<file path="config.mk">
export PLATFORM = sky130hd
export DESIGN_NAME = router_in_ctrl
export DESIGN_NICKNAME = d
export VERILOG_FILES = /design/src/rtl/router_in_ctrl.sv
export SDC_FILE = /design/constraint.sdc
export NUM_CORES = 1
export LEC_CHECK = 0
export BUFFER_PORTS_ARGS = -buffer_cell sky130_fd_sc_hd__buf_4
export CORE_MARGIN = 1.5
export CORE_UTILIZATION = 33
export CTS_BUF_LIST = sky130_fd_sc_hd__clkbuf_2
export CTS_CLUSTER_SIZE = 8
export DETAILED_ROUTE_END_ITERATION = 8
export GPL_TIMING_DRIVEN = 0
export PLACE_DENSITY = 0.52
export SYNTH_ARGS = -nofsm -noshare
export SYNTH_HDL_FRONTEND = slang
export SYNTH_SLANG_ARGS = --single-unit
</file>
<file path="constraint.sdc">
create_clock -name clock -period 2.2 [get_ports clock]
set_input_delay 0.33 -clock clock [delete_from_list [all_inputs] [get_ports clock]]
set_output_delay 0.33 -clock clock [all_outputs]
set_load 0.1 [all_outputs]
</file>
<file path="src/rtl/router_in_ctrl.sv">
// Router input controller: parses header/payload/parity bytes from the upstream port,
// steers them into one of three output FIFOs, checks parity and flushes stale FIFOs.
module router_in_ctrl (
   input  logic       clock,
   input  logic       reset,
   input  logic       pkt_valid,
   input  logic [7:0] data_in,
   input  logic [2:0] fifo_full,
   input  logic [2:0] fifo_empty,
   input  logic [2:0] read_enb,
   output logic       busy,
   output logic [2:0] write_enb,
   output logic [2:0] lfd_state,
   output logic [7:0] dout,
   output logic [2:0] soft_reset_n,
   output logic       err
);

   localparam int unsigned DATA_W  = 8;
   localparam int unsigned CNT_W   = 6;
   localparam int unsigned TIMER_W = 5;
   localparam logic [TIMER_W-1:0] TIMER_LAST = TIMER_W'(29);

   typedef enum logic [2:0] {
      IDLE,
      WAIT_EMPTY,
      LOAD_FIRST,
      LOAD_DATA,
      LOAD_PARITY,
      CHECK_PARITY,
      DROP
   } state_t;

   state_t              state;
   state_t              state_next;
   logic [DATA_W-1:0]   hdr_reg;
   logic [DATA_W-1:0]   par;
   logic [DATA_W-1:0]   rx_par;
   logic [CNT_W-1:0]    cnt;
   logic [1:0]          addr_reg;
   logic [TIMER_W-1:0]  timer [3];

   logic [3:0] full4;
   logic [3:0] empty4;
   logic [3:0] srst4;
   logic [2:0] sel;
   logic       accept;
   logic       abort;

   // Address 3 has no FIFO: padding makes it read as never-empty/never-full/never-flushed.
   assign full4  = {1'b0, fifo_full};
   assign empty4 = {1'b0, fifo_empty};
   assign srst4  = {1'b1, soft_reset_n};
   assign sel    = 3'(4'b0001 << addr_reg);
   assign accept = pkt_valid && !full4[addr_reg];
   assign abort  = (state != IDLE) && !srst4[addr_reg];

   // State register
   always_ff @(posedge clock or posedge reset) begin
      if (reset) state <= IDLE;
      else       state <= state_next;
   end

   // Next-state logic; a flush of the active FIFO abandons the packet
   always_comb begin
      state_next = state;
      unique case (state)
         IDLE: begin
            if (pkt_valid) begin
               if (data_in[1:0] == 2'd3)           state_next = DROP;
               else if (empty4[data_in[1:0]])      state_next = LOAD_FIRST;
               else                                state_next = WAIT_EMPTY;
            end
         end
         WAIT_EMPTY:   if (empty4[addr_reg]) state_next = LOAD_FIRST;
         LOAD_FIRST:   state_next = (cnt != '0) ? LOAD_DATA : LOAD_PARITY;
         LOAD_DATA:    if (accept && cnt == CNT_W'(1)) state_next = LOAD_PARITY;
         LOAD_PARITY:  if (accept) state_next = CHECK_PARITY;
         CHECK_PARITY: state_next = IDLE;
         DROP:         if (!pkt_valid) state_next = IDLE;
         default:      state_next = IDLE;
      endcase
      if (abort) state_next = IDLE;
   end

   // Output decode (combinational from state and live inputs)
   always_comb begin
      busy      = 1'b0;
      write_enb = '0;
      lfd_state = '0;
      dout      = '0;
      unique case (state)
         IDLE:         busy = 1'b0;
         WAIT_EMPTY:   busy = 1'b1;
         LOAD_FIRST: begin
            busy      = 1'b1;
            dout      = hdr_reg;
            write_enb = sel;
            lfd_state = sel;
         end
         LOAD_DATA, LOAD_PARITY: begin
            busy = full4[addr_reg];
            if (accept) begin
               write_enb = sel;
               dout      = data_in;
            end
         end
         CHECK_PARITY: busy = 1'b1;
         DROP:         busy = 1'b0;
         default:      busy = 1'b0;
      endcase
   end

   // Packet datapath: header capture, byte count, running parity, error flag
   always_ff @(posedge clock or posedge reset) begin
      if (reset) begin
         hdr_reg  <= '0;
         addr_reg <= '0;
         cnt      <= '0;
         par      <= '0;
         rx_par   <= '0;
         err      <= 1'b0;
      end else begin
         unique case (state)
            IDLE: begin
               if (pkt_valid) begin
                  hdr_reg  <= data_in;
                  addr_reg <= data_in[1:0];
                  cnt      <= data_in[7:2];
                  par      <= data_in;
               end
            end
            LOAD_DATA: begin
               if (accept && !abort) begin
                  par <= par ^ data_in;
                  cnt <= cnt - CNT_W'(1);
               end
            end
            LOAD_PARITY:  if (accept) rx_par <= data_in;
            CHECK_PARITY: if (!abort) err <= (rx_par != par);
            default: ;
         endcase
      end
   end

   // Per-FIFO stall timers: 30 consecutive unread non-empty cycles trigger a flush pulse
   for (genvar g = 0; g < 3; g++) begin : g_timer
      always_ff @(posedge clock or posedge reset) begin
         if (reset) begin
            timer[g]        <= '0;
            soft_reset_n[g] <= 1'b1;
         end else if (!fifo_empty[g] && !read_enb[g]) begin
            if (timer[g] == TIMER_LAST) begin
               timer[g]        <= '0;
               soft_reset_n[g] <= 1'b0;
            end else begin
               timer[g]        <= timer[g] + TIMER_W'(1);
               soft_reset_n[g] <= 1'b1;
            end
         end else begin
            timer[g]        <= '0;
            soft_reset_n[g] <= 1'b1;
         end
      end
   end

endmodule

</file>
# Word-level counts from Yosys, hierarchy flattened
# Cells that the tools add are included.
[word_totals] register_bits=54 input_bits=20 word_cells=110
[op_classes] add_sub_neg=4 order_cmp=2 n_eq_ne=19 n_shift=1 mux=42 bitwise_logic=2 reduce_logical=27
[op_table] cell="$pmux 8 s2" n=2
[op_table] cell="$mux 3" n=10
[op_table] cell="$mux 5" n=6
[op_table] cell="$mux 8" n=3
[op_table] cell="$pmux 3 s6" n=1
[op_table] cell="$add 5x1->5 const B" n=3
[op_table] cell="$eq 5x5->1 const B" n=3
[op_table] cell="$ne 3x3->1 const B" n=5
[op_table] cell="$mux 6" n=2
[op_table] cell="$pmux 6 s2" n=1
[op_table] cell="$mux 1" n=10
[op_table] cell="$eq 3x3->1 const B" n=3
[op_table] cell="$logic_not 1->1" n=9
[op_table] cell="$bmux 1 s2" n=4
[op_table] cell="$ne 8x8->1" n=1
[op_table] cell="$xor 8x8->8" n=1
[op_table] cell="$logic_and 1x1->1" n=7
[op_table] cell="$eq 3x2->1 const B" n=2
[op_table] cell="$eq 6x1->1 const B" n=1
[op_table] cell="$lt 2x3->1 const B" n=2
[op_table] cell="$pmux 3 s2" n=1
[op_table] cell="$reduce_and 2->1" n=3
[op_table] cell="$reduce_bool 6->1" n=1
[op_table] cell="$sub 6x1->6 const B" n=1
[op_table] cell="14 further kinds" n=15

# Logic depth before layout (Yosys ltp)
# Gate-level depths: netlist of the first run.
[depth] depth_word=8 mapped_depth=8 mapped_depth_nobuf=7

# Worst setup path after synthesis of the first run
# OpenSTA, ideal clock, no wires.
[synth_path] path_type="flip-flop to output port" startpoint="reg hdr_reg[0] (netlist name)" endpoint="out write_enb[0]" t_arrival_ns=3.591 required_time_ns=1.870 path_slack_ns=-1.721 stages_incl_launch_ff=7 path_buffers=1 cell_sequence="dfrtp_1 > buf_2 > and2b_1 > a2bb2oi_2 > nand2_1 > or2_2 > a211oi_1"
[synth_rtl] element="to (decl)" line_no="12" source="output logic [2:0] write_enb,"

==> flow_summary.toml, run 1 <==
[synth]
synth.largest_area_cell = "dfrtp_1"
synth_ff_type = "dfrtp_1"
synth_async_sr_flop_share = 1.00
synth.distinct_cells = 50
synthTopCellsByArea = "dfrtp_1 (42%), nand2_1 (5.4%), a21oi_1 (4.8%), mux2i_1 (4.8%), nor2_1 (4.6%)"
mappedNetlistNets = 335
ys_seq_area_frac = 0.447
synth_edf_count = 0
synth_cells = 307
synth_seq_cells = 52
yosys_warnings = 0
avgSynthCellArea_um2 = 9.51
syn-cell-area_mm2 = 0.00292
synth_top_area_share = 0.420

[floorplan]
core_region_area_mm2 = 0.00864
die_h_um = 97.1
num_io_pins = 39
dieArea_mm2 = 0.00942
initial_core_util = 0.338
rows = 34
die_w_um = 97.1

[global_routing]
antenna_found_initial = 0
grt_pass1_vias = 2376
grt_pass1_wl_um = 12000
grt_max_degree = 31
grt-ovfl-total = 0
grt_usage = 0.158

[worst_setup_path]
critPathTopFamily = "flip-flops"
setup.worst_path.start_class = "flip-flop"
worstPathRequired_ns = 1.87
crit_path_max_incr_delay_ns = 0.46
crit_type = "flip-flop to primary output"
path_buf_inv = 1
cp.arrival_ns = 2.25
crit_chain = "mux2i_2 > a2bb2oi_4 > nand2_2 > or2_4 > a211oi_4 > buf_12"
worstPathMaxFanout = 3
endpoint_kind = "primary output"
crit_slowest_cell = "dfrtp_1"

[cells_and_area]
largest_reg_flops = 15
regMostFlops = "timer"
drive_above_1_share = 0.282
final_nets = 385
syn_to_final_growth_pct = 29.9
antenna_cells = 0
fin_util = 0.439

[timing]
worst_slack_ns = -0.379
fin_skew_ns = 0.0304
fmax_mhz = 388
rsz0062_at_grt = "yes"
maxSlewViolCount = 0
maxSlewHeadroom = 0.525
worstMarginPinSlew_ns = 0.708
final_hold_viol_count = 0
layout_min_cycle_time_ns = 2.58
setup_viol = 12
fin_crit_sh = 1.17

[outcome]
outcome = "finished with violations"
violations = "setup timing"

[route]
wire_per_inst_um = 15.4
drc = 0
drt-initial-drc-count = 112
ant_nets = 0
routed_wl_um = 7150
vias = 2364
drtPass1Iterations = 5
viasPerCell = 5.07

[place]
gp_congestion = 0.853
numPortBuffers = 35
dp_slack_ns = -0.311
place_hpwl_um = 5110

[cts]
path_clk_slew_ns = 0.27
clock_path_buffers = 2
htreeDepth = 2
clock-root-buffer = "clkbuf_2"
numCtsBuffers = 5
cts_tree = "yes"
clk_latency_ns = 0.46
cts_num_sinks = 52

[power]
power.leakage_uw = 0.00165
p_per_area_mw_per_mm2 = 1390
vdd.ir_drop.worst_uv = 646

[flow_run]
cap_violations = 0

[worst_hold_path]
hold_path_class = "primary input to flip-flop"
## area by class of cell
cell class                 instances  area, um^2
buffer                            12        78.8
clock buffer                       6        30.0
multi-input combinational        232        1680
inverter                           9        33.8
clock inverter                     2        16.3
sequential                        52        1310
fill                             850        4840
timing repair buffer              45         517
tap                              108         135
## cells by family (layout without fill, tap and decap cells)
kind of cell               Yosys count  after routing  synth area share
and+or+nand+nor                    124            124             0.203
buffers and inverters               23             74            0.0381
DFF                                 52             52             0.447
adders and majority gates            8              8            0.0343
AOI/OAI and AO/OA                   59             59             0.139
xor gates and xnor gates            17             17            0.0510
muxes                               24             24            0.0874
## where the power goes
| group | switching, uW | internal (uW) |
|---|---|---|
| logic | 1990 | 1320 |
| registers | 273 | 1260 |
| clock network | 322 | 87.2 |
| total | 2590 | 2670 |
## worst paths after layout
| check | startpoint | endpoint | slack [ns] | cells after the start |
|---|---|---|---|---|
| setup / recovery | hdr_reg[1]$_DFFE_PP0P_ | write_enb[0] | -0.38 | 6 |
| hold / removal | read_enb[1] | soft_reset_n[1]$_DFF_PP1_ | 0.08 | 3 |
| setup reg to reg | hdr_reg[1]$_DFFE_PP0P_ | rx_par[6]$_DFFE_PP0P_ | 0.11 | 5 |
| hold reg to reg | timer[5]$_DFF_PP0_ | timer[5]$_DFF_PP0_ | 0.51 | 1 |
| max in group asynchronous | reset | state[1]$_DFFE_PP0P_ | 1.19 | 4 |
| min in group asynchronous | reset | timer[1]$_DFF_PP0_ | 0.43 | 3 |
## worst reg2reg max path, delay by kind of cell, from the launching register on
kind	cells	cell delay, ns
buffers and inverters	1	0.16
multiplexers	2	0.75
flip-flops	1	0.46
AND/OR/NAND/NOR	1	0.44
AO/OA/AOI/OAI	1	0.20
## cell usage in the layout, fill, tap and decap left out, drive strengths merged, types with 10 or more instances in the layout
master / instances
dfrtp: 49
buf: 49
nand2: 42
nor2: 36
a21oi: 28
mux2i: 15
clkbuf: 13
xnor2: 11
nand3: 10
inv: 10
## cell usage after synthesis (3+ instances only)
master	n
dfrtp_1	49
nand2_1	42
nor2_1	36
a21oi_1	28
mux2i_1	14
xnor2_1	11
nand3_1	10
clkbuf_1	9
inv_1	9
mux2_2	9
a22o_1	8
ha_1	8
nand4_1	7
o21ai_0	6
xor2_1	6
nand2b_1	5
nor2b_1	5
buf_6	3
dfstp_2	3
nand3b_1	3
## through the flow
stage          power, uW  setup TNS [ns]  hold WS [ns]  std cells  cell area (um^2)
2_1_floorplan       3780           -1.29         0.435        307              2980
3_3_place_gp        4350          -12.87         0.461        450              3380
5_1_grt             5580           -5.15        0.0370        466              3790
6_report            5260           -3.20        0.0779        466              3790
4_1_cts             5220           -3.20        0.0562        464              3730
3_5_place_dp        4370           -2.29         0.415        451              3400
## metal layers
layer	up-vias	track usage	share of wire
met5	-	0	0
met4	0	0.0491	0.015
met3	6	0.0266	0.025
met2	38	0.257	0.49
met1	1151	0.216	0.47
li1	1169	-	-
## timing repair
item / CTS / global route
gates cloned: 0 / 0
hold endpoints to repair: 19 / 0
buffers inserted: 6 / 2
hold buffers: 1 / 0
setup endpoints to repair: 15 / 23
pin swaps: 4 / 4
gates resized for setup: 52 / 6
Power figures use the tool's default switching activity.
==> run 2, diff against run 1 <==
TNS_END_PERCENT = 30   (was unset)
==> run 2 against run 1 <==
Against the previous run:
- the run still ends with setup timing left
- register-to-register slack barely moved
- critical path depth did not move
- sequential power barely moved
- fmax rose by 2.3%
- combinational power fell by 5%
- clock skew fell by 0.018 ns
- critical path type unchanged
==> flow_summary.toml, run 2 (same netlist as run 1, synthesis figures left out) <==
[outcome]
outcome = "finished with violations"
violations = "setup timing"

[worst_hold_path]
worstHoldStart = "read_enb[1]"
hold_depth = 3
hold_end = "soft_reset_n[1]$_DFF_PP1_"
hold_path_class = "primary input to flip-flop"

[worst_setup_path]
setup.worst_path.start_class = "flip-flop"
worstPathMaxFanout = 3
endpoint_kind = "primary output"
r2r_end = "rx_par[0]$_DFFE_PP0P_"
worstPathRequired_ns = 1.87
cp.arrival_ns = 2.19
r2r_cells = 5
rr_startpoint = "hdr_reg[1]$_DFFE_PP0P_"
crit_type = "flip-flop to primary output"
rrSetupSlack_ns = 0.12

[global_routing]
met1_usage = 0.216
grtUsageMet3 = 0.0209
antenna_found_initial = 0
grt-ovfl-total = 0
grt_max_degree = 33
gr-usage-met2 = 0.250
grt_pass1_wl_um = 11800
grt_pass1_vias = 2352
busiest_layer = "met2"
grt_usage = 0.154

[floorplan]
die_h_um = 97.1
rows = 34
num_io_pins = 39
initial_core_util = 0.338
dieArea_mm2 = 0.00942
die_w_um = 97.1
core_region_area_mm2 = 0.00864

[timing]
final_hold_viol_count = 0
worstMarginPinSlew_ns = 0.687
timing.setup.tns_ns = -2.93
setup_viol = 12
maxSlewViolCount = 0
maxSlewHeadroom = 0.539
worst_slack_ns = -0.321
fmax_mhz = 397
rsz0062_at_grt = "yes"
layout_min_cycle_time_ns = 2.52
fin_skew_ns = 0.0125
fin_crit_sh = 1.15

[power]
intPower_uw = 2790
total_power_uw = 5320
pwr-share-comb = 0.593
p_sw_uw = 2530
clockPowerShare = 0.117
vdd.ir_drop.worst_uv = 810
p_per_area_mw_per_mm2 = 1440
power.leakage_uw = 0.00160
seq_power_share = 0.290
swShare = 0.475

[route]
routed_wl_um = 6980
drtPass1Iterations = 4
viasPerCell = 5.12
drc = 0
vias = 2356
wire_per_inst_um = 15.2
ant_nets = 0
drt-initial-drc-count = 76

[place]
gp_congestion = 0.854
dp.cells = 451
dp_slack_ns = -0.265
numPortBuffers = 35
place_hpwl_um = 5040
postPlaceCellArea_mm2 = 0.00339

[cells_and_area]
final_nets = 379
antenna_cells = 0
final_common_cell = "dfrtp_1"
final_cell_area_mm2 = 0.00370
regMostFlops = "timer"
fin_cells = 460
layout_common_cells = "dfrtp_1 (47), nand2_1 (40), nor2_1 (34)"
drive_above_1_share = 0.253
syn_to_final_growth_pct = 26.8
largest_reg_flops = 15
fill_cells = 891

[flow_run]
cap_violations = 0

[cts]
cts_num_sinks = 52
numCtsBuffers = 5
cts_tree = "yes"
clk_latency_ns = 0.42
clock-root-buffer = "clkbuf_2"
htreeDepth = 2
clock_path_buffers = 2
path_clk_slew_ns = 0.26
-- run 2: cell types whose count changed in the layout (fill, tap and decap cells not counted), moves of 2 or more --
cell / change
a22o_1: +6
a22o_4: -6
bufinv_16: +2
buf_4: -4
buf_12: -2
-- run 2: critical path: stages, from the launching register on --
cell,delay [ns]
dfrtp_2,0.48
mux2i_4,0.28
a2bb2oi_4,0.19
nand2_2,0.09
or2_4,0.29
a211oi_4,0.24
buf_12,0.21
-- run 2: metal layers --
layer,share of wire,vias to the layer above
met3,0.026,4
li1,-,1156
met4,0.0092,0
met2,0.48,31
met5,0,-
met1,0.48,1165
-- run 2: how the worst max path moves through the flow --
stage,start,end,cells after the start
final,hdr_reg[1]$_DFFE_PP0P_,write_enb[0],6
after global routing,state[0]$_DFFE_PP0P_,write_enb[0],6
after CTS,hdr_reg[1]$_DFFE_PP0P_,write_enb[0],6
after detailed placement,state[0]$_DFFE_PP0P_,dout[0],6
after global placement,state[0]$_DFFE_PP0P_,dout[0],6
after floorplan,state[1]$_DFFE_PP0P_,lfd_state[1],3
-- run 2: per-stage QoR --
stage | hold slack, ns | utilization
finish | 0.0954 | 0.429
floorplan | 0.435 | -
CTS | 0.0661 | 0.423
detailed placement | 0.400 | 0.392
global placement | 0.458 | 0.390
global route | 0.0535 | 0.429
-- run 2: power by group through the flow --
stage / sequential (uW) / combinational, uW / clock [uW]
finish: 1550 / 3160 / 620
global route: 1600 / 3380 / 681
CTS: 1530 / 3110 / 641
detailed placement: 1540 / 2820 / 0
global placement: 1540 / 2800 / 0
floorplan: 1550 / 2220 / 0
-- run 2: timing repair --
item	CTS	global route
gates cloned	0	0
pin swaps	6	4
endpoints found under the hold margin	17	0
gates resized for setup	43	10
hold buffers	1	0
buffers inserted	1	0
endpoints found under the setup margin	16	20
-- run 2: area by class of cell --
| class | instances | area, um^2 | area share |
|---|---|---|---|
| clock buffer | 6 | 30.0 | 0.00811 |
| multi-input combinational | 232 | 1610 | 0.435 |
| inverter | 9 | 33.8 | 0.00913 |
| timing repair buffer | 38 | 435 | 0.118 |
| tap | 108 | 135 | 0.0365 |
| clock inverter | 2 | 60.1 | 0.0162 |
| sequential | 52 | 1310 | 0.353 |
| buffer | 13 | 87.6 | 0.0237 |
